File: config.mk
export PLATFORM = sky130hd
export DESIGN_NAME = chan_counter
export DESIGN_NICKNAME = d
export VERILOG_FILES = /design/src/rtl/chan_cnt_pkg.sv /design/src/rtl/chan_cnt_slice.sv /design/src/rtl/chan_counter.sv
export SDC_FILE = /design/constraint.sdc
export NUM_CORES = 1
export LEC_CHECK = 0
export CORE_UTILIZATION = 46
export CTS_CLUSTER_SIZE = 40
export DETAILED_ROUTE_END_ITERATION = 12
export GPL_TIMING_DRIVEN = 0
export PLACE_DENSITY = 0.8
export SYNTH_ARGS = -nofsm -noshare
export SYNTH_HDL_FRONTEND = slang
export SYNTH_SLANG_ARGS = --single-unit
File: constraint.sdc
create_clock -name clk -period 2.5 [get_ports clk]
set_input_delay 0.375 -clock clk [delete_from_list [all_inputs] [get_ports clk]]
set_output_delay 0.375 -clock clk [all_outputs]
set_load 0.05 [all_outputs]
File: src/rtl/chan_cnt_pkg.sv
// rtl/chan_cnt_pkg.sv - shared defaults and channel-mode encoding for chan_counter
package chan_cnt_pkg;

  localparam int DEF_N_CH  = 3;
  localparam int DEF_CNT_W = 4;

  typedef enum logic {
    HOLD = 1'b0,
    WRAP = 1'b1
  } chan_mode_e;

endpackage

File: src/rtl/chan_cnt_slice.sv
// rtl/chan_cnt_slice.sv - one independent counter channel with terminal count, hit and done
// dir_i is tied low by the top unless CHAN_CNT_DOWN_EN is defined.
module chan_cnt_slice
  import chan_cnt_pkg::*;
#(
  parameter int CNT_W = DEF_CNT_W
) (
  input  logic             clk,
  input  logic             rst_n,
  input  logic             en_i,
  input  logic             clr_i,
  input  logic             wrap_i,
  input  logic             dir_i,
  input  logic [CNT_W-1:0] tc_i,
  output logic [CNT_W-1:0] val_o,
  output logic             hit_o,
  output logic             done_o
);

  localparam logic [CNT_W-1:0] ONE = CNT_W'(1);

  logic [CNT_W-1:0] val_q, val_d;
  logic [CNT_W-1:0] term, start;
  logic             done_q, done_d;
  logic             at_term;
  chan_mode_e       mode;

  // A down-counting channel swaps roles: it starts from tc and terminates at zero.
  always_comb begin
    term    = dir_i ? '0 : tc_i;
    start   = dir_i ? tc_i : '0;
    mode    = chan_mode_e'(wrap_i);
    at_term = (val_q == term);
    val_d   = val_q;
    done_d  = 1'b0;
    if (clr_i) begin
      val_d = start;
    end else if (en_i) begin
      if (at_term) begin
        val_d = (mode == WRAP) ? start : val_q;
      end else begin
        val_d = dir_i ? (val_q - ONE) : (val_q + ONE);
      end
      // A hold-mode channel parked at its terminal must not re-pulse.
      done_d = (val_d == term) && (!at_term || mode == WRAP);
    end
  end

  always_ff @(posedge clk or negedge rst_n) begin
    if (!rst_n) begin
      val_q  <= '0;
      done_q <= 1'b0;
    end else begin
      val_q  <= val_d;
      done_q <= done_d;
    end
  end

  assign val_o  = val_q;
  assign hit_o  = (val_q == term);
  assign done_o = done_q;

endmodule

File: src/rtl/chan_counter.sv
// rtl/chan_counter.sv - N_CH independent terminal-count counters
// Optional down-count direction per channel via macro CHAN_CNT_DOWN_EN.
module chan_counter
  import chan_cnt_pkg::*;
#(
  parameter int N_CH  = DEF_N_CH,
  parameter int CNT_W = DEF_CNT_W
) (
  input  logic                  clk,
  input  logic                  rst,
`ifdef CHAN_CNT_DOWN_EN
  input  logic [N_CH-1:0]       cnt_dir,
`endif
  input  logic [N_CH-1:0]       cnt_en,
  input  logic [N_CH-1:0]       cnt_clr,
  input  logic [N_CH-1:0]       cnt_wrap,
  input  logic [N_CH*CNT_W-1:0] cnt_tc,
  output logic [N_CH*CNT_W-1:0] cnt_val,
  output logic [N_CH-1:0]       cnt_hit,
  output logic [N_CH-1:0]       cnt_done
);

  logic [N_CH-1:0] dir;

`ifdef CHAN_CNT_DOWN_EN
  assign dir = cnt_dir;
`else
  assign dir = '0;
`endif

  for (genvar i = 0; i < N_CH; i++) begin : g_ch
    chan_cnt_slice #(
      .CNT_W(CNT_W)
    ) u_slice (
      .clk   (clk),
      .rst_n (rst),
      .en_i  (cnt_en[i]),
      .clr_i (cnt_clr[i]),
      .wrap_i(cnt_wrap[i]),
      .dir_i (dir[i]),
      .tc_i  (cnt_tc[i*CNT_W +: CNT_W]),
      .val_o (cnt_val[i*CNT_W +: CNT_W]),
      .hit_o (cnt_hit[i]),
      .done_o(cnt_done[i])
    );
  end

endmodule

==> results.txt <==
Placement-stage cell area: 1730 sq um
Via density per instance: 5.60
Final estimated routing congestion in global placement: 0.836
Die height: 54.9 microns
CTS root buffer: sky130_fd_sc_hd__clkbuf_4
Initial antenna violation count: 0
Inserted Clock Buffers: 3
Netlist area before placement: 1290 sq um
Cell count after placement: 215
Count of boundary I/O pins: 41
Area taken by flip-flops and latches: 375 sq um
Total track usage: 21.2%
Number of vias in the routed layout: 1,233
Final standard cell utilization of the core: 68.9%
Cell accounting for the most synthesized area: sky130_fd_sc_hd__dfrtp_1
Flop-to-flop setup slack: 0.29 ns
Number of synthesized flops with an enable pin: 0
Grt total ovfl: 0
Core area: 2570 sq um
Worst-case reg-to-reg path depth: 7
Seq/Total Area, Yosys: 29.1%
Reported max-cap violation count: 0
Layout cells sized above 1: 13.2%
Worst R2R Start: g_ch[0].u_slice.val_o[0]
H-Tree Depth: 1
Area used by multi-input combinational logic: 813 sq um
Sequential share of power: 41.3%
Worst-skew pair later-pin latency: 0.29 ns
Final critical-path required period: 2.45 ns
CTS tree: built
Cell area after layout: 1770 sq um
Reported leakage power: 0.746 nW
Number of inserted diodes: 0
Logic gate share of total power: 36.7%
Crit Reg-Reg Endpoint: g_ch[0].u_slice.done_o
Global-route wire length before repair: 4.58 mm
Worst Path Required: 2.12 ns
Power Dens Cells: 370 nW/um^2
Sw Share: 35.0%
Final slew viol count: 0
DR pass1 iterations: 4
Slew Limit Headroom: 56.0%
Net Switching: 0.229 mW
Critical-path top delay cell: sky130_fd_sc_hd__or4_4
Clock Pin Slew Worst Setup and Hold Paths: 0.09 ns
Final wirelength: 2.97 mm
Critical path capture point type: primary output
Share of the clock period used by the worst path after layout: 97.8%
Most frequent cells after synthesis: 15 x sky130_fd_sc_hd__dfrtp_1, 15 x sky130_fd_sc_hd__xor2_1, 12 x sky130_fd_sc_hd__a21oi_1, 9 x sky130_fd_sc_hd__nor2_1
Antenna viol nets, final: 0
CP bufs+invs: 5
Highest Clock Rate: 409 MHz
Ys flop type: sky130_fd_sc_hd__dfrtp_1
Number of standard cells after synthesis: 145
Transition at the pin with the smallest max-transition slack: 0.657 ns
Class of the tightest hold or removal check: in -> async
DIE AREA: 3020 sq um
Worst-path maximum fanout: 8
Worst setup path category: in -> out
Synth unique cells: 40
Worst Clk Skew: 0.00192 ns
Critical Path Start Type: input port
Async set or reset register ratio after synthesis: 100%
Yosys synthesis warning count: 0
Setup violations, final: 0
Part of the power in the clock network: 22.0%
Pin count of the biggest net entering global routing: 16
Top post-synthesis cells by area: sky130_fd_sc_hd__dfrtp_1 29%, sky130_fd_sc_hd__xor2_1 10%, sky130_fd_sc_hd__mux2i_1 5.4%, sky130_fd_sc_hd__xnor2_1 4.8%, sky130_fd_sc_hd__a21oi_1 4.7%
Mean Syn Cell Area: 8.89 sq um
Fin. Hold Viols: 0
Filler Cell Count: 226
Total of flip-flops plus latches after synthesis: 15
Die boundary width: 54.9 microns
Detail-routed net length per standard cell: 13.5 microns
Kind of cell with the highest combined delay on the critical path: buffers and inverters
Cts hold-fix bufs: 0
Worst hold-check slack: 0.477 ns
Critical path cell sequence: clkdlybuf4s50_1 -> xor2_1 -> or4_4 -> buf_6 -> inv_2 -> buf_4 -> buf_6
Cell Count, Final, Fillers Out: 220
Fraction of synthesized cell area taken by the top area cell type: 29.1%
Violation count after the first detailed-routing iteration: 17
Max stage delay on crit path: 0.54 ns
Most prevalent standard cell on the critical path: sky130_fd_sc_hd__buf_6
Via count of the first global-routing pass: 1,090
Number of input and output port buffers inserted: 40
Post-Synthesis Net Count: 171
Nets: 217
Peak supply drop: 0.361 mV
Count of clock tree sinks: 15
Number of placement rows: 18
Cell-internal power: 0.425 mW
Maximum buffer depth of the clock tree: 2
Crit path DAT: 2.07 ns
Post-detailed-placement half-perimeter wirelength: 2.29 mm
Power Total: 0.654 mW
Post-synthesis to final-layout area growth: 37.3%
DRC violation count after routing: 0
Result of the run: completed
Initial core utilization: 50.2%
-- logic make-up after synthesis --
family	synth area share, %
buffers and inverters	7.77
adder cells (fa/ha/maj)	2.91
AO/OA/AOI/OAI	16.4
flip-flops	29.1
multiplexers	6.31
XOR/XNOR	15.0
AND/OR/NAND/NOR	22.5
-- metal layers --
layer | wire length [microns] | track usage [%] | vias to the layer above
li1 | - | - | 606
met1 | 1330 | 25.9 | 599
met2 | 1530 | 39.2 | 25
met3 | 95 | 3.28 | 3
met4 | 19 | 3.75 | 0
met5 | 0 | 0 | -
-- power groups by stage --
stage	registers, mW	clock network, mW	logic [mW]
detailed placement	0.274	0	0.237
global route	0.271	0.158	0.258
global placement	0.273	0	0.231
floorplan	0.301	0	0.113
finish	0.270	0.144	0.240
CTS	0.269	0.150	0.238
-- sequential cells by signal (all words and copies together) (netlist names) --
signal / flops
g_ch.u_slice.val_o: 12
g_ch.u_slice.done_o: 3
-- metrics by stage --
| step | setup slack [ns] | TNS [ns] |
|---|---|---|
| finish | 0.0545 | 0 |
| floorplan | 0.247 | 0 |
| CTS | 0.00903 | 0 |
| detailed placement | -0.631 | -1.66 |
| global placement | -0.579 | -1.50 |
| global route | -0.00202 | -0.00202 |
-- worst max-delay path by stage --
stage / from / to / slack [ns] / cells after the start
2_1_floorplan: g_ch[1].u_slice.val_o[2] / g_ch[1].u_slice.done_o / 0.25 / 7
3_3_place_gp: cnt_tc[1] / cnt_hit[0] / -0.58 / 7
3_5_place_dp: cnt_tc[1] / cnt_hit[0] / -0.63 / 7
4_1_cts: cnt_tc[1] / cnt_hit[0] / 0.009 / 7
5_1_grt: g_ch[2].u_slice.val_o[2] / cnt_hit[2] / -0.002 / 6
6_report: cnt_tc[7] / cnt_hit[1] / 0.05 / 7
-- cell usage in the layout, fill, tap and decap left out, drive strengths merged, types with 2 or more instances in the layout --
cell	netlist	routed
xnor2	7	7
mux2i	7	7
a2bb2oi	3	3
o21ai	7	7
nor3b	5	5
nor3	2	2
a32oi	2	2
nand2b	4	4
ha	3	3
nor4	2	2
o311ai	2	2
xor2	15	15
o21a	2	2
nor4b	2	2
or4	2	2
clkdlybuf4s50	0	36
nor2b	6	6
a21oi	12	12
clkbuf	1	5
nor2	9	9
dfrtp	15	15
nand3	4	4
buf	9	12
nand2	6	6
nand3b	4	4
inv	5	6
-- worst register-to-register path: cells and delay by family (launching register included) --
family,cells,cell delay [ns]
AND/OR/NAND/NOR,2,0.81
buffers and inverters,2,0.28
flip-flops,1,0.49
XOR/XNOR,2,0.27
multiplexers,1,0.26
-- what timing repair did --
| item | 4_1_cts | 5_1_grt |
|---|---|---|
| setup endpoints to repair | 3 | 3 |
| gates resized for setup | 16 | 5 |
| setup buffers | 0 | 1 |
| pin swaps | 0 | 1 |
-- layout make-up --
| class | instances | share of cell area (%) |
|---|---|---|
| clock buffers | 4 | 1.49 |
| multi-input cells | 114 | 46.0 |
| well taps | 30 | 2.12 |
| flip-flops and latches | 15 | 21.2 |
| inverters | 6 | 1.27 |
| repair buffers | 41 | 23.4 |
| plain buffers | 10 | 4.53 |
Note: power is estimated with default switching activity, not from simulation.
